==> config.mk <==
export PLATFORM = sky130hd
export DESIGN_NAME = rmii_rx_deframer
export DESIGN_NICKNAME = d
export VERILOG_FILES = /design/src/rtl/eth_pkg.sv /design/src/rtl/eth_crc32.sv /design/src/rtl/rmii_rx_deframer.sv
export SDC_FILE = /design/constraint.sdc
export NUM_CORES = 1
export LEC_CHECK = 0
export CORE_ASPECT_RATIO = 1.1
export CORE_MARGIN = 8
export CORE_UTILIZATION = 29
export CTS_BUF_LIST = sky130_fd_sc_hd__clkbuf_8
export CTS_CLUSTER_SIZE = 40
export DETAILED_ROUTE_END_ITERATION = 7
export HOLD_SLACK_MARGIN = 0.05
export PLACE_DENSITY = 0.58
export RECOVER_POWER = 25
export SYNTH_ARGS = -nofsm -noshare
export SYNTH_HDL_FRONTEND = slang
export SYNTH_HIERARCHICAL = 1
export SYNTH_SLANG_ARGS = --single-unit
==> constraint.sdc <==
create_clock -name clk_50_mhz -period 3.5 [get_ports clk_50_mhz]
set_input_delay 0.7 -clock clk_50_mhz [delete_from_list [all_inputs] [get_ports clk_50_mhz]]
set_output_delay 0.7 -clock clk_50_mhz [all_outputs]
set_load 0.005 [all_outputs]
==> src/rtl/eth_pkg.sv <==
`default_nettype none
// ============================================================================
// Module   : eth_pkg
// Brief    : Shared types and constants for the RMII receive path: deframer
//            state encoding, preamble/SFD dibits, CRC-32 constants and the
//            byte-wide CRC-32 update function.
// Revision : 1.0 - initial release
// ============================================================================
package eth_pkg;

   typedef enum logic [1:0] {
      IDLE     = 2'd0,
      PREAMBLE = 2'd1,
      DATA     = 2'd2,
      DROP     = 2'd3
   } rx_state_t;

   localparam logic [1:0]  PREAMBLE_DIBIT = 2'b01;
   localparam logic [1:0]  SFD_DIBIT      = 2'b11;

   localparam logic [31:0] CRC32_POLY     = 32'h04C11DB7;
   localparam logic [31:0] CRC32_INIT     = 32'hFFFFFFFF;
   // Residue expressed in MSB-first bit order.
   localparam logic [31:0] CRC32_RESIDUE  = 32'hC704DD7B;

   localparam int          ETH_MIN_FRAME  = 64;

   // Bit-reverse a 32-bit word (LSB-first register <-> MSB-first notation).
   function automatic logic [31:0] reverse32(input logic [31:0] v);
      logic [31:0] r;
      r = '0;
      for (int i = 0; i < 32; i++) begin
         r[i] = v[31-i];
      end
      return r;
   endfunction

   // Reflected CRC-32 update over one byte, LSB of the byte processed first.
   function automatic logic [31:0] crc32_next_byte(input logic [31:0] crc,
                                                   input logic [7:0]  d);
      logic [31:0] c;
      logic [31:0] poly_r;
      poly_r = reverse32(CRC32_POLY);
      c      = crc;
      for (int i = 0; i < 8; i++) begin
         if (c[0] ^ d[i]) begin
            c = (c >> 1) ^ poly_r;
         end else begin
            c = c >> 1;
         end
      end
      return c;
   endfunction

endpackage
`default_nettype wire

==> src/rtl/eth_crc32.sv <==
`default_nettype none
// ============================================================================
// Module   : eth_crc32
// Brief    : Byte-wide reflected CRC-32 accumulator with synchronous clear
//            and enable. Register holds the raw (non-inverted) CRC state.
// Revision : 1.0 - initial release
// ============================================================================
module eth_crc32
   import eth_pkg::*;
(
   input  logic        clk_50_mhz,
   input  logic        rst_n,
   input  logic        i_clr,
   input  logic        i_en,
   input  logic [7:0]  i_data,
   output logic [31:0] o_crc
);

   logic [31:0] r_crc;

   // Restart on clear, fold in one byte whenever enabled.
   always_ff @(posedge clk_50_mhz) begin
      if (!rst_n || i_clr) begin
         r_crc <= CRC32_INIT;
      end else if (i_en) begin
         r_crc <= crc32_next_byte(r_crc, i_data);
      end
   end

   assign o_crc = r_crc;

endmodule
`default_nettype wire

==> src/rtl/rmii_rx_deframer.sv <==
`default_nettype none
// ============================================================================
// Module   : rmii_rx_deframer
// Brief    : RMII receive front end. Registers rx_d/crs_dv/rx_er, hunts for
//            preamble + SFD, assembles LSB-first dibits into bytes and emits
//            a byte stream with sof/eof/err framing and a frame byte count.
//            Optional FCS/runt checking when RMII_RX_FCS_CHECK_EN is defined.
// Revision : 1.0 - initial release
// ============================================================================
module rmii_rx_deframer
   import eth_pkg::*;
#(
   parameter int MIN_PREAMBLE_DIBITS = 8,
   parameter int MAX_FRAME_BYTES     = 1522
)(
   input  logic        clk_50_mhz,
   input  logic        rst_n,
   input  logic        rx_er,
   input  logic [1:0]  rx_d,
   input  logic        crs_dv,
   output logic [7:0]  data_o,
   output logic        valid_o,
   output logic        sof_o,
   output logic        eof_o,
   output logic        err_o,
   output logic [15:0] byte_count_o
);

   localparam logic [7:0]  c_MIN_PRE = 8'(MIN_PREAMBLE_DIBITS);
   localparam logic [15:0] c_MAX     = 16'(MAX_FRAME_BYTES);

   logic [1:0] r_rx_d;
   logic       r_crs_dv;
   logic       r_rx_er;

   rx_state_t  r_state;
   logic [7:0] r_pre_cnt;
   logic [1:0] r_dib_idx;
   logic [5:0] r_shift;
   // One-dibit hold stage: a low crs_dv sample is only known to be data once
   // the following sample shows crs_dv high again (RMII end-of-frame toggle).
   logic [1:0] r_hold_d;
   logic       r_hold_dv;
   logic       r_hold_vld;
   logic       r_err_sticky;
   logic       r_first;

   logic       w_sfd;
   logic       w_eof_det;
   logic       w_accept;
   logic       w_byte_done;
   logic       w_oversize;
   logic       w_deliver;
   logic [7:0] w_byte;
   logic       w_fcs_err;

   // Sample the PHY interface once; the FSM works only on registered inputs.
   always_ff @(posedge clk_50_mhz) begin
      if (!rst_n) begin
         r_rx_d   <= 2'b00;
         r_crs_dv <= 1'b0;
         r_rx_er  <= 1'b0;
      end else begin
         r_rx_d   <= rx_d;
         r_crs_dv <= crs_dv;
         r_rx_er  <= rx_er;
      end
   end

   // Decode SFD, end-of-frame and dibit acceptance from the hold stage.
   always_comb begin
      w_sfd       = (r_state == PREAMBLE) && r_crs_dv &&
                    (r_rx_d == SFD_DIBIT) && (r_pre_cnt >= c_MIN_PRE);
      w_eof_det   = ((r_state == DATA) || (r_state == DROP)) &&
                    r_hold_vld && !r_hold_dv && !r_crs_dv;
      w_accept    = (r_state == DATA) && r_hold_vld && !w_eof_det;
      w_byte_done = w_accept && (r_dib_idx == 2'd3);
      w_byte      = {r_hold_d, r_shift};
      w_oversize  = w_byte_done && (byte_count_o == c_MAX);
      w_deliver   = w_byte_done && !w_oversize;
   end

`ifdef RMII_RX_FCS_CHECK_EN
   logic [31:0] w_crc;

   eth_crc32 u_crc (
      .clk_50_mhz (clk_50_mhz),
      .rst_n      (rst_n),
      .i_clr      (w_sfd),
      .i_en       (w_deliver),
      .i_data     (w_byte),
      .o_crc      (w_crc)
   );

   assign w_fcs_err = (reverse32(w_crc) != CRC32_RESIDUE) ||
                      (byte_count_o < 16'(ETH_MIN_FRAME));
`else
   assign w_fcs_err = 1'b0;
`endif

   // Deframer FSM with registered byte/framing outputs.
   always_ff @(posedge clk_50_mhz) begin
      if (!rst_n) begin
         r_state      <= IDLE;
         r_pre_cnt    <= 8'd0;
         r_dib_idx    <= 2'd0;
         r_shift      <= 6'd0;
         r_hold_d     <= 2'b00;
         r_hold_dv    <= 1'b0;
         r_hold_vld   <= 1'b0;
         r_err_sticky <= 1'b0;
         r_first      <= 1'b0;
         data_o       <= 8'd0;
         valid_o      <= 1'b0;
         sof_o        <= 1'b0;
         eof_o        <= 1'b0;
         err_o        <= 1'b0;
         byte_count_o <= 16'd0;
      end else begin
         valid_o <= 1'b0;
         sof_o   <= 1'b0;
         eof_o   <= 1'b0;
         err_o   <= 1'b0;
         case (r_state)
            IDLE: begin
               if (r_crs_dv && (r_rx_d == PREAMBLE_DIBIT)) begin
                  r_state   <= PREAMBLE;
                  r_pre_cnt <= 8'd1;
               end
            end
            PREAMBLE: begin
               if (w_sfd) begin
                  r_state      <= DATA;
                  r_dib_idx    <= 2'd0;
                  r_hold_vld   <= 1'b0;
                  r_err_sticky <= 1'b0;
                  r_first      <= 1'b1;
                  byte_count_o <= 16'd0;
               end else if (r_crs_dv && (r_rx_d == PREAMBLE_DIBIT)) begin
                  if (r_pre_cnt != 8'hFF) begin
                     r_pre_cnt <= r_pre_cnt + 8'd1;
                  end
               end else begin
                  r_state <= IDLE;
               end
            end
            DATA: begin
               if (r_crs_dv && r_rx_er) begin
                  r_err_sticky <= 1'b1;
               end
               if (w_eof_det) begin
                  eof_o   <= 1'b1;
                  err_o   <= r_err_sticky || (r_dib_idx != 2'd0) || w_fcs_err;
                  r_state <= IDLE;
               end else begin
                  r_hold_d   <= r_rx_d;
                  r_hold_dv  <= r_crs_dv;
                  r_hold_vld <= 1'b1;
                  if (w_accept) begin
                     r_dib_idx <= r_dib_idx + 2'd1;
                     r_shift   <= {r_hold_d, r_shift[5:2]};
                  end
                  if (w_oversize) begin
                     r_state      <= DROP;
                     r_err_sticky <= 1'b1;
                  end else if (w_deliver) begin
                     data_o       <= w_byte;
                     valid_o      <= 1'b1;
                     sof_o        <= r_first;
                     r_first      <= 1'b0;
                     byte_count_o <= byte_count_o + 16'd1;
                  end
               end
            end
            DROP: begin
               if (w_eof_det) begin
                  eof_o   <= 1'b1;
                  err_o   <= 1'b1;
                  r_state <= IDLE;
               end else begin
                  r_hold_dv  <= r_crs_dv;
                  r_hold_vld <= 1'b1;
               end
            end
            default: r_state <= IDLE;
         endcase
      end
   end

endmodule
`default_nettype wire

==> reports/metrics.yaml, run 1 <==
startpoint_type: "flip-flop"
cp_slowest_cell: "or4_1"
status: "finished, final reports clean"
startpoint: "r_pre_cnt[4]"
reg2reg_from: "r_pre_cnt[4]"
min_from: "r_first"
hpwl_um: 3830
placement_rows: 34
stdcell_count: 414
ios: 34
drive_above_1_share_pct: 2.94
use_met1_pct: 11.5
cts_max_level: 2
numPortBuffers: 33
dpl_cell_area_mm2: 0.00279
num-nets-final: 317
max_cap_violations: 0
pre_cts_slack_ps: 1160
crit_buf_inv: 0
gr-max-usage-layer: "met2"
syn2layout_area_growth_pct: 21.1
critical_path.top_delay_family: "simple AND/OR/NAND/NOR gates"
max_slew_margin_pct: 43.5
fmax_ghz: 0.358
die_h_um: 111
setup_viol: 0
antenna_cells: 0
start_util_pct: 29.8
clock_latency_ps: 300
hold_violations: 0
netlist.area_leader.share_pct: 47.6
first_global_vias: 1883
track_usage_pct: 9.63
fillers: 864
fin_crit_sh_pct: 79.8
hold_class: "reg2reg"
design_area_mm2: 0.00286
die_w_um: 102
async_reset_ff_share_pct: 0
clock_path_buffers: 2
synth_fp_nets: 286
crit_arrival_ps: 3030
post-route-drc-count: 0
yosysMostFrequentCell: "dfxtp_1"
gp_congestion: 0.770
setup_ws_ps: 707
path_clk_slew_ps: 90
ff2ff_setup_slack_ps: 710
synth_ff_type: "dfxtp_1"
layout.area.seq_mm2: 0.00112
holdBufCountCts: 0
grt_util_met3_pct: 3.08
fin_worst_skew_ps: 2.45
netlist_area_mm2: 0.00236
synth-seq-cells: 56
rsz0062_at_grt: "no"
drtPass1Iterations: 4
ir_drop_mv: 0.149
cp-end-kind: "flip-flop"
grt_pass1_wl_um: 8910
dp.cells: 406
cts_setup_buffers: 0
crit_type: "reg2reg"
antenna_found_initial: 0
finalCriticalPeriod_ps: 2790
slew_viol_final: 0
avgSynthCellArea_um2: 8.60
num_vias: 1964
wire_per_inst_um: 12.9
ys_seq_area_share_pct: 47.6
multi_input_area_mm2: 0.00114
worstPathRequired_ps: 3740
cts_tree: "yes"
synth_edf_count: 0
synth_commonest_cells: "56 x dfxtp_1, 39 x nand2_1, 39 x nor2_1"
grt_max_degree: 29
cpMostUsedCell: "or4_1"
initialDrtViolationCount: 136
drt_wl_total_um: 5320
grt_overflow: 0
finalSetupTns_ps: 0
root_buffer: "clkbuf_8"
syn_inst: 274
met2_usage_pct: 15.8
die_area_mm2: 0.0113
yosys.area.top_type: "dfxtp_1"
yosys_warnings: 6
power.static_leakage_nw: 0.951
worst_pin_slew_ps: 847
max_stage_delay_ps: 600
vias_per_cell: 4.74
numCtsBuffers: 5
p_per_area_mw_per_mm2: 356
path_cells: "or4_1, o211ai_1, nand2_1, or4_1, o21ai_0"
cts_sinks: 56
core-area_mm2: 0.00791
cts_resized: 0
path_max_fanout: 17
synthDistinctLibCells: 41
synthTopCellsByArea: "dfxtp_1 48%, nand2_1 6.2%, nor2_1 6.2%, a21oi_1 4.5%, xor2_1 3.7%"
ant_nets: 0
## placed cells by master (no fill, tap or decap), types with 5 or more instances in the layout
cell / n
nand3_1: 12
inv_1: 11
dfxtp_1: 56
clkdlybuf4s50_1: 32
clkbuf_8: 6
nor2_1: 39
nand2_1: 40
and3_1: 5
a21oi_1: 21
ha_1: 6
nor3_1: 5
xor2_1: 10
nand4_1: 8
xnor2_1: 8
## metal layers
| metal | vias up | part of all wire (%) |
|---|---|---|
| li1 | 992 | - |
| met1 | 931 | 45 |
| met2 | 35 | 48 |
| met3 | 6 | 6.1 |
| met4 | 0 | 1.1 |
| met5 | - | 0 |
## flip-flops by register name, indices dropped and copies added, names as in the netlist, 2 cells and up
register      count
r_dib_idx         2
data_o            8
byte_count_o     16
r_rx_d            2
r_state           2
r_pre_cnt         8
r_hold_d          2
r_shift           6
## worst register-to-register path, stage by stage (launching register included)
cell	delay, ps
dfxtp_1	360
or4_1	560
o211ai_1	590
nand2_1	540
or4_1	600
o21ai_0	70
## final cells by class
cell class,count,area share (%)
Inverter,9,1.18
Timing Repair Buffer,34,11.8
Multi-Input combinational cell,199,39.8
Sequential cell,56,39.3
Tap cell,108,4.73
Clock buffer,6,2.89
Clock inverter,2,0.263
## logic make-up (layout without fill, tap and decap cells)
logic type | after synthesis | in the layout | synth area share [%]
xor gates and xnor gates | 18 | 18 | 6.69
and+or+nand+nor | 133 | 133 | 27.7
adders and majority gates | 6 | 6 | 3.18
buffers and inverters | 19 | 51 | 3.13
muxes | 3 | 3 | 1.27
AOI/OAI and AO/OA | 39 | 39 | 10.5
DFF | 56 | 56 | 47.6
## power by group
group | total (mW) | switching (mW) | internal (mW)
Clock | 0.354 | 0.198 | 0.156
Sequential | 0.642 | 0.00272 | 0.640
Combinational | 0.0208 | 0.0134 | 0.00746
Total | 1.02 | 0.214 | 0.803
## per-stage QoR
stage	power [mW]	util (%)	hold slack [ps]
2_1_floorplan	0.670	-	432
3_3_place_gp	0.680	35.3	442
3_5_place_dp	0.680	35.3	445
4_1_cts	1.04	36.4	458
5_1_grt	1.05	36.1	470
6_report	1.02	36.1	458
## worst paths after layout
check                          to  depth (start not counted)
hold / removal            r_first                          2
setup / recovery  byte_count_o[6]                          5
hold reg to reg           r_first                          2
setup reg to reg  byte_count_o[6]                          5
(Power assumes the default switching activity.)
==> inputs of run 2 (changes only) <==
==> constraint.sdc (replaced) <==
create_clock -name clk_50_mhz -period 2.8 [get_ports clk_50_mhz]
set_input_delay 0.56 -clock clk_50_mhz [delete_from_list [all_inputs] [get_ports clk_50_mhz]]
set_output_delay 0.56 -clock clk_50_mhz [all_outputs]
set_load 0.005 [all_outputs]
==> reports/metrics.yaml, run 2 (synthesized netlist as in run 1, its figures left out) <==
fillers: 834
crit_arrival_ps: 2340
ir_drop_mv: 0.191
cts_sinks: 56
grt_overflow: 0
drtPass1Iterations: 5
hold_class: "reg2reg"
wire_per_inst_um: 12.3
hpwl_um: 3760
multi_input_area_mm2: 0.00116
slew_viol_final: 0
setup_viol: 0
rsz0062_at_grt: "no"
start_util_pct: 29.8
hold_violations: 0
root_buffer: "clkbuf_8"
num_vias: 1935
cts_max_level: 2
die_h_um: 111
fmax_ghz: 0.470
startpoint_type: "primary input"
die_w_um: 102
initialDrtViolationCount: 92
cts_setup_buffers: 0
largest_reg_flops: 16
clock_path_buffers: 2
die_area_mm2: 0.0113
max_cap_violations: 0
finalSetupTns_ps: 0
gp_congestion: 0.783
cp-end-kind: "flip-flop"
finalCriticalPeriod_ps: 2130
post-route-drc-count: 0
layout.area.seq_mm2: 0.00112
max_slew_margin_pct: 43.8
antenna_cells: 0
fin_worst_skew_ps: 9.94
final_common_cell: "dfxtp_1"
track_usage_pct: 9.27
syn2layout_area_growth_pct: 25.4
core-area_mm2: 0.00791
worst_pin_slew_ps: 841
num-nets-final: 319
ant_nets: 0
regMostFlops: "byte_count_o"
power.static_leakage_nw: 0.990
antenna_found_initial: 0
worstPathRequired_ps: 3010
numPortBuffers: 33
path_max_fanout: 28
holdBufCountCts: 0
clock_latency_ps: 310
top_regs: "byte_count_o: 16 flops, data_o: 8 flops, r_pre_cnt: 8 flops"
cts_tree: "yes"
grt_max_degree: 29
drive_above_1_share_pct: 4.55
crit_type: "in2reg"
numCtsBuffers: 5
fin_hold_ws_ps: 456
cts_resized: 0
vias_per_cell: 4.65
path_clk_slew_ps: 90
drt_wl_total_um: 5100
status: "finished, final reports clean"
layout_common_cells: "56 x dfxtp_1, 39 x nor2_1, 39 x nand2_1"
fin_crit_sh_pct: 75.9
grt_pass1_wl_um: 8560
ios: 34
first_global_vias: 1838
p_per_area_mw_per_mm2: 520
placement_rows: 34
run 2: cell types whose count changed in the layout (fill, tap and decap cells not counted), moves of 2 or more:
cell,change
clkdlybuf4s50_1,-2
dlygate4sd3_1,+2
bufinv_16,+3
inv_1,-2
run 2: power breakdown:
group | leakage (nW) | total [mW] | switching (mW) | internal (mW)
sequential | 0.452 | 0.803 | 0.00344 | 0.800
clock | 0.0784 | 0.706 | 0.259 | 0.447
combinational | 0.459 | 0.0273 | 0.0173 | 0.00995
total | 0.990 | 1.54 | 0.280 | 1.26
run 2: per-stage QoR:
step	utilization [%]	total power, mW	instance area (um2)	setup slack, ps	instances
2_1_floorplan	-	0.838	2360	943	274
3_3_place_gp	35.5	0.851	2810	787	408
3_5_place_dp	35.5	0.851	2810	772	408
4_1_cts	37.5	1.56	2960	729	416
5_1_grt	37.4	1.59	2960	475	416
6_report	37.4	1.54	2960	674	416
run 2: worst paths after layout:
| check | slack (ps) | cells after the start | endpoint | start |
|---|---|---|---|---|
| min | 460 | 2 | data_o[1] | r_shift[1] |
| max reg2reg | 700 | 5 | byte_count_o[6] | r_pre_cnt[4] |
| min reg2reg | 460 | 2 | data_o[1] | r_shift[1] |
| max | 670 | 4 | err_o | rst_n |
run 2: cell type report:
type	instances	area share [%]
multi-input combinational	199	39.2
sequential	56	37.9
timing repair buffer	36	11.8
tap	108	4.57
clock inverter	3	3.05
clock buffer	5	2.33
inverter	9	1.14
run 2: worst max-delay path, stage by stage:
cell and delay (ps):
dlygate4sd3_1 600, clkbuf_1 360, inv_1 480, a211oi_1 320
run 2: per-layer routing:
metal | share of wire [%] | track usage [%]
met1 | 45 | 11.2
met2 | 47 | 15.0
met3 | 6.7 | 2.89
met4 | 1.4 | 3.24
met5 | 0 | 0
==> inputs of run 3 (changes only) <==
--- a/config.mk
+++ b/config.mk
@@ -12,7 +12,7 @@
 export CTS_CLUSTER_SIZE = 40
 export DETAILED_ROUTE_END_ITERATION = 7
 export HOLD_SLACK_MARGIN = 0.05
-export PLACE_DENSITY = 0.58
+export PLACE_DENSITY = 0.6
 export RECOVER_POWER = 25
 export SYNTH_ARGS = -nofsm -noshare
 export SYNTH_HDL_FRONTEND = slang
==> constraint.sdc (replaced) <==
create_clock -name clk_50_mhz -period 1.7 [get_ports clk_50_mhz]
set_input_delay 0.34 -clock clk_50_mhz [delete_from_list [all_inputs] [get_ports clk_50_mhz]]
set_output_delay 0.34 -clock clk_50_mhz [all_outputs]
set_load 0.005 [all_outputs]
==> reports/metrics.yaml, run 3 (synthesized netlist as in run 1, its figures left out) <==
crit_arrival_ps: 2010
ios: 34
fin_total_pwr_mw: 2.14
max_slew_margin_pct: 69.4
use_met1_pct: 12.9
regMostFlops: "byte_count_o"
final_common_cell: "dfxtp_1"
worstPathRequired_ps: 1950
cts_sinks: 56
top_regs: "byte_count_o: 16 flops, data_o: 8 flops, r_pre_cnt: 8 flops"
fmax_ghz: 0.570
grt_pass1_wl_um: 9520
start_util_pct: 29.8
drtPass1Iterations: 4
antenna_cells: 0
clock_path_buffers: 2
path_clk_slew_ps: 100
hpwl_um: 4180
gr-max-usage-layer: "met2"
track_usage_pct: 10.2
layout_common_cells: "48 x dfxtp_1, 39 x nand2_1, 38 x nor2_1"
fin_crit_sh_pct: 103
met2_usage_pct: 16.2
hold_violations: 0
die_area_mm2: 0.0113
fillers: 813
vias_per_cell: 4.55
setup_ws_ps: -53.7
ant_nets: 0
grt_max_degree: 18
initialDrtViolationCount: 91
cp_slowest_cell: "or4_4"
root_buffer: "clkbuf_8"
wire_per_inst_um: 12.3
largest_reg_flops: 16
drt_wl_total_um: 5570
grt_overflow: 0
cts_tree: "yes"
num-nets-final: 356
cts_max_level: 2
num_vias: 2059
cp-end-kind: "flip-flop"
power.static_leakage_nw: 1.16
grt_util_met3_pct: 2.51
slew_viol_final: 0
startpoint_type: "flip-flop"
syn2layout_area_growth_pct: 36.0
drive_above_1_share_pct: 18.8
finalCriticalPeriod_ps: 1750
max_cap_violations: 0
path_cells: "or4_4, o211ai_4, nand2_4, or4_1, o21ai_1"
ir_drop_mv: 0.264
antenna_found_initial: 0
placement_rows: 34
numCtsBuffers: 5
worst_pin_slew_ps: 457
numPortBuffers: 33
gp_congestion: 0.800
first_global_vias: 2035
clock_latency_ps: 310
fin_hold_ws_ps: 455
path_max_fanout: 4
fin_worst_skew_ps: 8.55
rsz0062_at_grt: "yes"
core-area_mm2: 0.00791
post-route-drc-count: 0
setup_viol: 2
hold_class: "reg2reg"
die_w_um: 102
holdBufCountCts: 0
die_h_um: 111
max_stage_delay_ps: 550
p_per_area_mw_per_mm2: 669
finalSetupTns_ps: -61.6
cts_setup_buffers: 0
violations: "negative setup slack"
crit_type: "reg2reg"
status: "finished, violations left"
[run 3: changes by cell type in the layout (fill, tap and decap cells not counted), sizes merged]
| cell | previous run | this run |
|---|---|---|
| buf | 2 | 38 |
| bufinv | 3 | 0 |
| clkbuf | 6 | 8 |
| clkinvlp | 0 | 2 |
| clkdlybuf4s50 | 30 | 29 |
| dlygate4sd3 | 3 | 4 |
[run 3: timing repair]
item                                    in CTS  in global routing
endpoints found under the setup margin       1                 24
cloned                                       0                  0
gates resized for setup                      0                 12
pin swaps                                    0                  3
[run 3: metal layers]
layer  part of all wire [%]  vias up
met2                     46       26
met5                      0        -
met3                    3.7        5
met4                    1.4        0
met1                     49      955
li1                       -     1073
[run 3: final cells by class]
type | count | area (um2) | area share [%]
Timing Repair Buffer | 73 | 629 | 19.6
Clock inverter | 2 | 15.0 | 0.468
Multi-Input combinational cell | 199 | 1180 | 36.8
Tap cell | 108 | 135 | 4.21
Sequential cell | 56 | 1130 | 35.3
Clock buffer | 6 | 82.6 | 2.58
Inverter | 9 | 33.8 | 1.05
[run 3: worst paths after layout]
check               endpoint  cells after the start  slack [ps]          from
max          byte_count_o[6]                      5         -50  r_pre_cnt[4]
min                data_o[3]                      2         460     data_o[3]
max reg2reg  byte_count_o[6]                      5         -50  r_pre_cnt[4]
min reg2reg        data_o[3]                      2         460     data_o[3]
[run 3: stage by stage]
step | setup slack, ps | instances | cell area, um2 | util, %
after floorplan | -112 | 274 | 2370 | -
after global placement | -28.9 | 445 | 3090 | 39.0
after detailed placement | -46.5 | 445 | 3090 | 39.0
after CTS | -63.2 | 453 | 3190 | 40.3
after global routing | -95.0 | 453 | 3210 | 40.5
final | -53.7 | 453 | 3210 | 40.5
[run 3: where the power goes]
part	switching, mW	total [mW]	internal [mW]
Clock	0.436	0.767	0.331
Sequential	0.00659	1.32	1.32
Combinational	0.0311	0.0545	0.0233
[run 3: worst max-delay path, delay by kind of cell, from the launching register on]
| kind | cells | cell delay (ps) |
|---|---|---|
| AOI/OAI and AO/OA | 2 | 280 |
| DFF | 1 | 330 |
| and+or+nand+nor | 3 | 1080 |
